<file path="config.mk">
export PLATFORM = sky130hd
export DESIGN_NAME = fifo_wptr_full_flat
export DESIGN_NICKNAME = d
export VERILOG_FILES = /design/src/rtl/fifo_pkg.sv /design/src/rtl/fifo_wptr_full_if.sv /design/src/rtl/fifo_wptr_full_gray2bin.sv /design/src/rtl/fifo_wptr_full.sv /design/src/flat_wrapper.sv
export SDC_FILE = /design/constraint.sdc
export NUM_CORES = 1
export LEC_CHECK = 0
export BUFFER_PORTS_ARGS = -buffer_cell sky130_fd_sc_hd__buf_2
export CELL_PAD_IN_SITES_DETAIL_PLACEMENT = 0
export CELL_PAD_IN_SITES_GLOBAL_PLACEMENT = 2
export CORE_UTILIZATION = 32
export CTS_CLUSTER_SIZE = 30
export DETAILED_ROUTE_END_ITERATION = 10
export MAX_ROUTING_LAYER = met4
export PLACE_DENSITY_LB_ADDON = 0.1
export SETUP_SLACK_MARGIN = 0.15
export SLEW_MARGIN = 10
export SYNTH_ARGS = -nofsm -noshare
export SYNTH_HDL_FRONTEND = slang
export SYNTH_HIERARCHICAL = 1
export SYNTH_SLANG_ARGS = --single-unit
</file>
<file path="constraint.sdc">
create_clock -name wclk -period 4.6 [get_ports wclk]
set_clock_uncertainty 0.1 [all_clocks]
set_input_delay 0.23 -clock wclk [delete_from_list [all_inputs] [get_ports wclk]]
set_output_delay 0.23 -clock wclk [all_outputs]
set_load 0.005 [all_outputs]
</file>
<file path="src/rtl/fifo_pkg.sv">
// Shared FIFO helpers: pointer code conversions and the default address width
// used by both pointer stages and both synchronizers.
package fifo_pkg;

  localparam int FIFO_WIDTH = 8;

  // Binary to reflected Gray code. Callers zero-extend and truncate.
  function automatic logic [31:0] bin2gray(input logic [31:0] b);
    return (b >> 1) ^ b;
  endfunction

  // Gray to binary: running XOR prefix starting at the MSB.
  // Zero-extended inputs stay correct because the leading zeros add nothing.
  function automatic logic [31:0] gray2bin(input logic [31:0] g);
    logic [31:0] b;
    b[31] = g[31];
    for (int i = 30; i >= 0; i--) begin
      b[i] = b[i+1] ^ g[i];
    end
    return b;
  endfunction

endpackage

</file>
<file path="src/rtl/fifo_wptr_full_if.sv">
// Write-side pointer bundle between the UART writer/RAM and the write-pointer stage.
interface fifo_wptr_full_if import fifo_pkg::*; #(
  parameter int width = FIFO_WIDTH
) ();

  logic             winc;
  logic [width:0]   wq2_rptr;
  logic [width-1:0] waddr;
  logic [width:0]   wptr;
  logic             wen;
  logic             wfull;
  logic             walmost_full;
  logic [width:0]   wfill;
  logic             wovf;

  // Writer / synchronizer side
  modport master (
    output winc, wq2_rptr,
    input  waddr, wptr, wen, wfull, walmost_full, wfill, wovf
  );

  // Pointer stage side
  modport slave (
    input  winc, wq2_rptr,
    output waddr, wptr, wen, wfull, walmost_full, wfill, wovf
  );

endinterface

</file>
<file path="src/rtl/fifo_wptr_full_gray2bin.sv">
// Combinational Gray-to-binary converter for the synchronized read pointer.
module gray2bin_conv import fifo_pkg::*; #(
  parameter int W = FIFO_WIDTH + 1
) (
  input  logic [W-1:0] gray,
  output logic [W-1:0] bin
);

  // Convert through the shared package function
  always_comb begin
    bin = W'(gray2bin(32'(gray)));
  end

endmodule

</file>
<file path="src/rtl/fifo_wptr_full.sv">
// Write-domain pointer stage of the async FIFO: binary/Gray write pointer,
// RAM write address, and registered full / almost-full / fill / overflow status.
module fifo_wptr_full import fifo_pkg::*; #(
  parameter int width        = FIFO_WIDTH,
  parameter int AFULL_MARGIN = 2
) (
  input  logic             wclk,
  input  logic             wrst,
  fifo_wptr_full_if.slave  bus
);

  localparam int             PW        = width + 1;
  // Full when the pointers differ only in the two MSBs of their Gray codes.
  localparam logic [width:0] FULL_MASK = PW'(3) << (width - 1);
  localparam logic [width:0] AFULL_LVL = PW'((1 << width) - AFULL_MARGIN);

  logic [width:0] wbin_q, wbin_d;
  logic [width:0] wptr_q, wptr_d;
  logic [width:0] wfill_q, wfill_d;
  logic [width:0] rbin_sync;
  logic           wfull_q, wfull_d;
  logic           wafull_q, wafull_d;
  logic           wovf_q, wovf_d;
  logic           wacc;

  gray2bin_conv #(.W(PW)) u_rconv (
    .gray (bus.wq2_rptr),
    .bin  (rbin_sync)
  );

  // A write is accepted only while not full; writes into a full FIFO are dropped.
  assign wacc = bus.winc & ~wfull_q;

  // Next pointer and status, all derived from the post-write pointer so the
  // write that fills the FIFO raises wfull on the same edge.
  always_comb begin
    wbin_d   = wbin_q + PW'(wacc);
    wptr_d   = PW'(bin2gray(32'(wbin_d)));
    wfull_d  = (wptr_d == (bus.wq2_rptr ^ FULL_MASK));
    wfill_d  = wbin_d - rbin_sync;
    wafull_d = (wfill_d >= AFULL_LVL);
    wovf_d   = wovf_q | (bus.winc & wfull_q);
  end

  // State registers with synchronous reset discarding all pointer history.
  always_ff @(posedge wclk) begin
    if (wrst) begin
      wbin_q   <= '0;
      wptr_q   <= '0;
      wfill_q  <= '0;
      wfull_q  <= 1'b0;
      wafull_q <= 1'b0;
      wovf_q   <= 1'b0;
    end else begin
      wbin_q   <= wbin_d;
      wptr_q   <= wptr_d;
      wfill_q  <= wfill_d;
      wfull_q  <= wfull_d;
      wafull_q <= wafull_d;
      wovf_q   <= wovf_d;
    end
  end

  // During reset the enable simply follows winc; the read side is held in
  // reset too, so the RAM contents written then are never observed.
  assign bus.wen          = wrst ? bus.winc : wacc;
  assign bus.waddr        = wbin_q[width-1:0];
  assign bus.wptr         = wptr_q;
  assign bus.wfull        = wfull_q;
  assign bus.walmost_full = wafull_q;
  assign bus.wfill        = wfill_q;
  assign bus.wovf         = wovf_q;

endmodule
</file>
<file path="src/flat_wrapper.sv">
// flat-port wrapper written by rule: the top's interface ports become plain ports
module fifo_wptr_full_flat import fifo_pkg::*;
#(
  parameter int width        = FIFO_WIDTH,
  parameter int AFULL_MARGIN = 2
)
  (wclk, wrst, bus_winc, bus_wq2_rptr, bus_waddr, bus_wptr, bus_wen, bus_wfull, bus_walmost_full, bus_wfill, bus_wovf);
  fifo_wptr_full_if #(.width(width)) bus_i ();
  input  logic wclk;
  input  logic wrst;
  input wire logic [$bits(bus_i.winc)-1:0] bus_winc;
  input wire logic [$bits(bus_i.wq2_rptr)-1:0] bus_wq2_rptr;
  output wire logic [$bits(bus_i.waddr)-1:0] bus_waddr;
  output wire logic [$bits(bus_i.wptr)-1:0] bus_wptr;
  output wire logic [$bits(bus_i.wen)-1:0] bus_wen;
  output wire logic [$bits(bus_i.wfull)-1:0] bus_wfull;
  output wire logic [$bits(bus_i.walmost_full)-1:0] bus_walmost_full;
  output wire logic [$bits(bus_i.wfill)-1:0] bus_wfill;
  output wire logic [$bits(bus_i.wovf)-1:0] bus_wovf;
  assign bus_i.winc = bus_winc;
  assign bus_i.wq2_rptr = bus_wq2_rptr;
  assign bus_waddr = bus_i.waddr;
  assign bus_wptr = bus_i.wptr;
  assign bus_wen = bus_i.wen;
  assign bus_wfull = bus_i.wfull;
  assign bus_walmost_full = bus_i.walmost_full;
  assign bus_wfill = bus_i.wfill;
  assign bus_wovf = bus_i.wovf;
  fifo_wptr_full #(.width(width), .AFULL_MARGIN(AFULL_MARGIN)) u_core (.wclk(wclk), .wrst(wrst), .bus(bus_i));
endmodule
</file>
==> metrics.txt <==
Nets=between 200 and 300; CP max-delay cell=xor2_1; post-synthesis cell area=1807 sq um; FF-to-FF Start=u_core/bus.wfull$_SDFF_PP0_; Pre-antenna DRT Iters=4; pwr/cell area=approximately 340 nW/um^2; Post-Layout Inst Area=2110 sq um; TritonCTS buffer count=5; CP Buf/Inv Count=0; GRT Total Usage=approximately 15%; most frequent cell on the critical path=ha_1; grt total ovfl=0; PortBufs=41; WP data required=~4.7 ns; drt wl/cell=between 10 and 15 microns; GP Congestion=approximately 0.76; combinational group share of total power=31.5%; Synth cell types=50; first-pass GRT wire length=about 6800 microns; CTS H-tree lvls=2; post-synth top area cell=dfxtp_1; fill count=599; worst path cell trace=nor2b_1 -> ha_1 -> ha_1 -> xor2_1 -> ha_1 -> nor2b_1 -> o31a_1 -> a21o_1 -> or3_1 -> or3_1 -> o32ai_1; maxcap violations=0; Slew HR=66.87%; Starting Density=about a third; Hold Buf Count CTS=0; Via Count=approximately 1,400; Reg power frac=39.5%; drt initial violations=42; area share of the largest cell type after synthesis=between 30% and 40%; top post-synthesis cells by area=dfxtp_1, xnor2_1, ha_1, xor2_1, nor2_1; routed wl met3=200 microns; main flop type after synthesis=dfxtp_1; DIE AREA=approximately 6000 sq um; Lkg Pwr=around 1.1 nW; synthesized flop and latch total=29; Die X=77.14 microns; setup bufs post-CTS=0; Clk pin slew, worst setup/hold paths=0.06 ns; Hold Startpoint=bus_winc; Post-synth EDFFs=0; met1 wire length=1991 microns; crit path launch type=flop; Final min period=~3.5 ns; CTS tree=yes; Syn Area/Cell=between 9 and 10 sq um; DPL Wire Length=between 3000 and 4000 microns; I/O Pins=42; post-placement cell area=approximately 2000 sq um; Max VDD drop=between 150 and 200 uV; largest net degree at the start of global routing=27; RSZ-0062 raised after global routing=false; WL final=approximately 4000 microns; hold path depth=3; antenna violations before repair=0; root buffer cell=clkbuf_8; worst-skew pair later-pin latency=between 0.2 and 0.3 ns; vias in the first global route=roughly 1,400; Max Slew Vio Count=0; CP peak stage delay=between 0.4 and 0.5 ns; status=finished, final reports clean; Final Cycle Share=between 70% and 80%; Synthesized Nets=between 200 and 250; Setup-failing EPs final=0; # rows=26; critical path peak fanout=7; Internal=~0.51 mW; ys async rst share=0%; layout cells sized above 1=a little under a quarter; final worst setup slack=between 1 and 1.5 ns; # diodes=0; top sig layer=met4; Max Freq=around 290 MHz; worst slew pin tran=between 0.4 and 0.5 ns; core area=5270 sq um; worst r2r path cells=11; Clock Tree Buf Depth=2; Setup WS pre-CTS=1.041 ns; Clk pwr share=29.0%; drt drc=0; final hold violations=0; Detail Route Antenna Nets=0; WP data arrival=3.60 ns; Sw Ratio=just over 30%; die height=77.14 microns; Resized cells post-CTS=0; Hold Path Class=input pin to flop; crit path capture type=flop; r2r endpoint=u_core/bus.walmost_full$_SDFF_PP0_; met2 WL=roughly 1800 microns; sequential area share after synthesis=about a third; R2R setup slack=approximately 1.1 ns; clk sink count=29; Ys Warns=6; P_sw=approximately 0.22 mW; Fin Setup TNS=0 ns; Syn Inst Count=~200; Hold Crit Endpoint=u_core/bus.wovf$_SDFF_PP0_; Setup CP Type=flop to flop; Critical Path Start=u_core/bus.wfull$_SDFF_PP0_; post-DR vias/cell=~4.7; top cell family by delay on the critical path=simple AND/OR/NAND/NOR gates; area grow syn2layout=16.76%
[per-stage QoR]
step / total power, mW / util (%) / instances / hold WS (ns)
after global placement: 0.5252 / 38.39 / 300 / 0.3434
final: 0.7258 / 40.03 / 307 / 0.1104
after CTS: 0.7406 / 40.03 / 307 / 0.1090
after global routing: 0.7838 / 40.03 / 307 / 0.1411
after detailed placement: 0.5244 / 38.39 / 300 / 0.3750
after floorplan: 0.4558 / - / 196 / 0.2736
[cell families after synthesis]
logic type	synth area share (%)
simple gates	17.38
flops	32.13
xor+xnor	21.81
buf+inv	7.964
compound gates	11.98
fa+ha+maj	8.726
[tightest hold or removal path, stage by stage]
cell     delay (ns)
buf_2          0.09
a21oi_1        0.06
nor2_1         0.07
[worst max-delay path by stage]
stage                                    endpoint  slack [ns]  depth (start not counted)
2_1_floorplan  u_core/bus.walmost_full$_SDFF_PP0_        1.37                         12
3_3_place_gp   u_core/bus.walmost_full$_SDFF_PP0_        1.17                         12
3_5_place_dp   u_core/bus.walmost_full$_SDFF_PP0_        1.04                         12
4_1_cts        u_core/bus.walmost_full$_SDFF_PP0_        1.04                         11
5_1_grt        u_core/bus.walmost_full$_SDFF_PP0_        0.76                         11
6_report       u_core/bus.walmost_full$_SDFF_PP0_        1.09                         11
[synthesized netlist by cell type, types with 2 or more instances]
cell type	n
o21a_1	3
nand3_1	5
ha_1	11
and2_1	2
nand2b_1	2
o21ai_0	3
xor2_1	13
nor2b_1	3
a21boi_0	2
xnor2_1	23
nand2_1	5
dfxtp_1	29
a21o_1	3
inv_1	18
or3_1	5
clkbuf_1	3
nor2_1	28
a21oi_1	6
[power groups by stage]
| stage | logic, mW | registers (mW) | clock network (mW) |
|---|---|---|---|
| 2_1_floorplan | 0.160 | 0.296 | 0 |
| 5_1_grt | 0.262 | 0.289 | 0.232 |
| 3_5_place_dp | 0.232 | 0.292 | 0 |
| 6_report | 0.229 | 0.286 | 0.211 |
| 4_1_cts | 0.233 | 0.287 | 0.221 |
| 3_3_place_gp | 0.233 | 0.292 | 0 |
[layout make-up]
cell class                 instances  area (sq um)  area share [%]
multi-input combinational        142          1082           51.31
sequential                        29         580.6           27.52
inverter                          18         67.56           3.203
clock buffer                       7         86.33           4.093
tap                               70         87.58           4.152
timing repair buffer              41         205.2           9.727
[layout by cell type (no fill, tap or decap), types with 2 or more instances in the layout]
master | netlist | final
a21boi_0 | 2 | 2
a21o_1 | 3 | 3
a21oi_1 | 6 | 6
and2_1 | 2 | 2
buf_2 | 0 | 41
clkbuf_8 | 1 | 6
dfxtp_1 | 29 | 29
ha_1 | 11 | 11
inv_1 | 18 | 18
nand2_1 | 5 | 5
nand2b_1 | 2 | 2
nand3_1 | 5 | 5
nor2_1 | 28 | 28
nor2b_1 | 3 | 3
o21a_1 | 3 | 3
o21ai_0 | 3 | 3
or3_1 | 5 | 5
xnor2_1 | 23 | 23
xor2_1 | 13 | 13
[flip-flops by register name, summed over array words and instances (netlist names)]
signal,count
u_core/bus.wfill,9
u_core/bus.walmost_full,1
u_core/bus.wptr,8
u_core/wbin_q,9
u_core/bus.wfull,1
u_core/bus.wovf,1
[per-layer routing]
layer  vias to the layer above  track usage [%]
met2                        38            22.83
met4                         0            5.660
li1                        732                -
met1                       671            19.25
met5                         -                -
met3                         6            4.167
No activity file was read; power rests on OpenSTA's default activity.
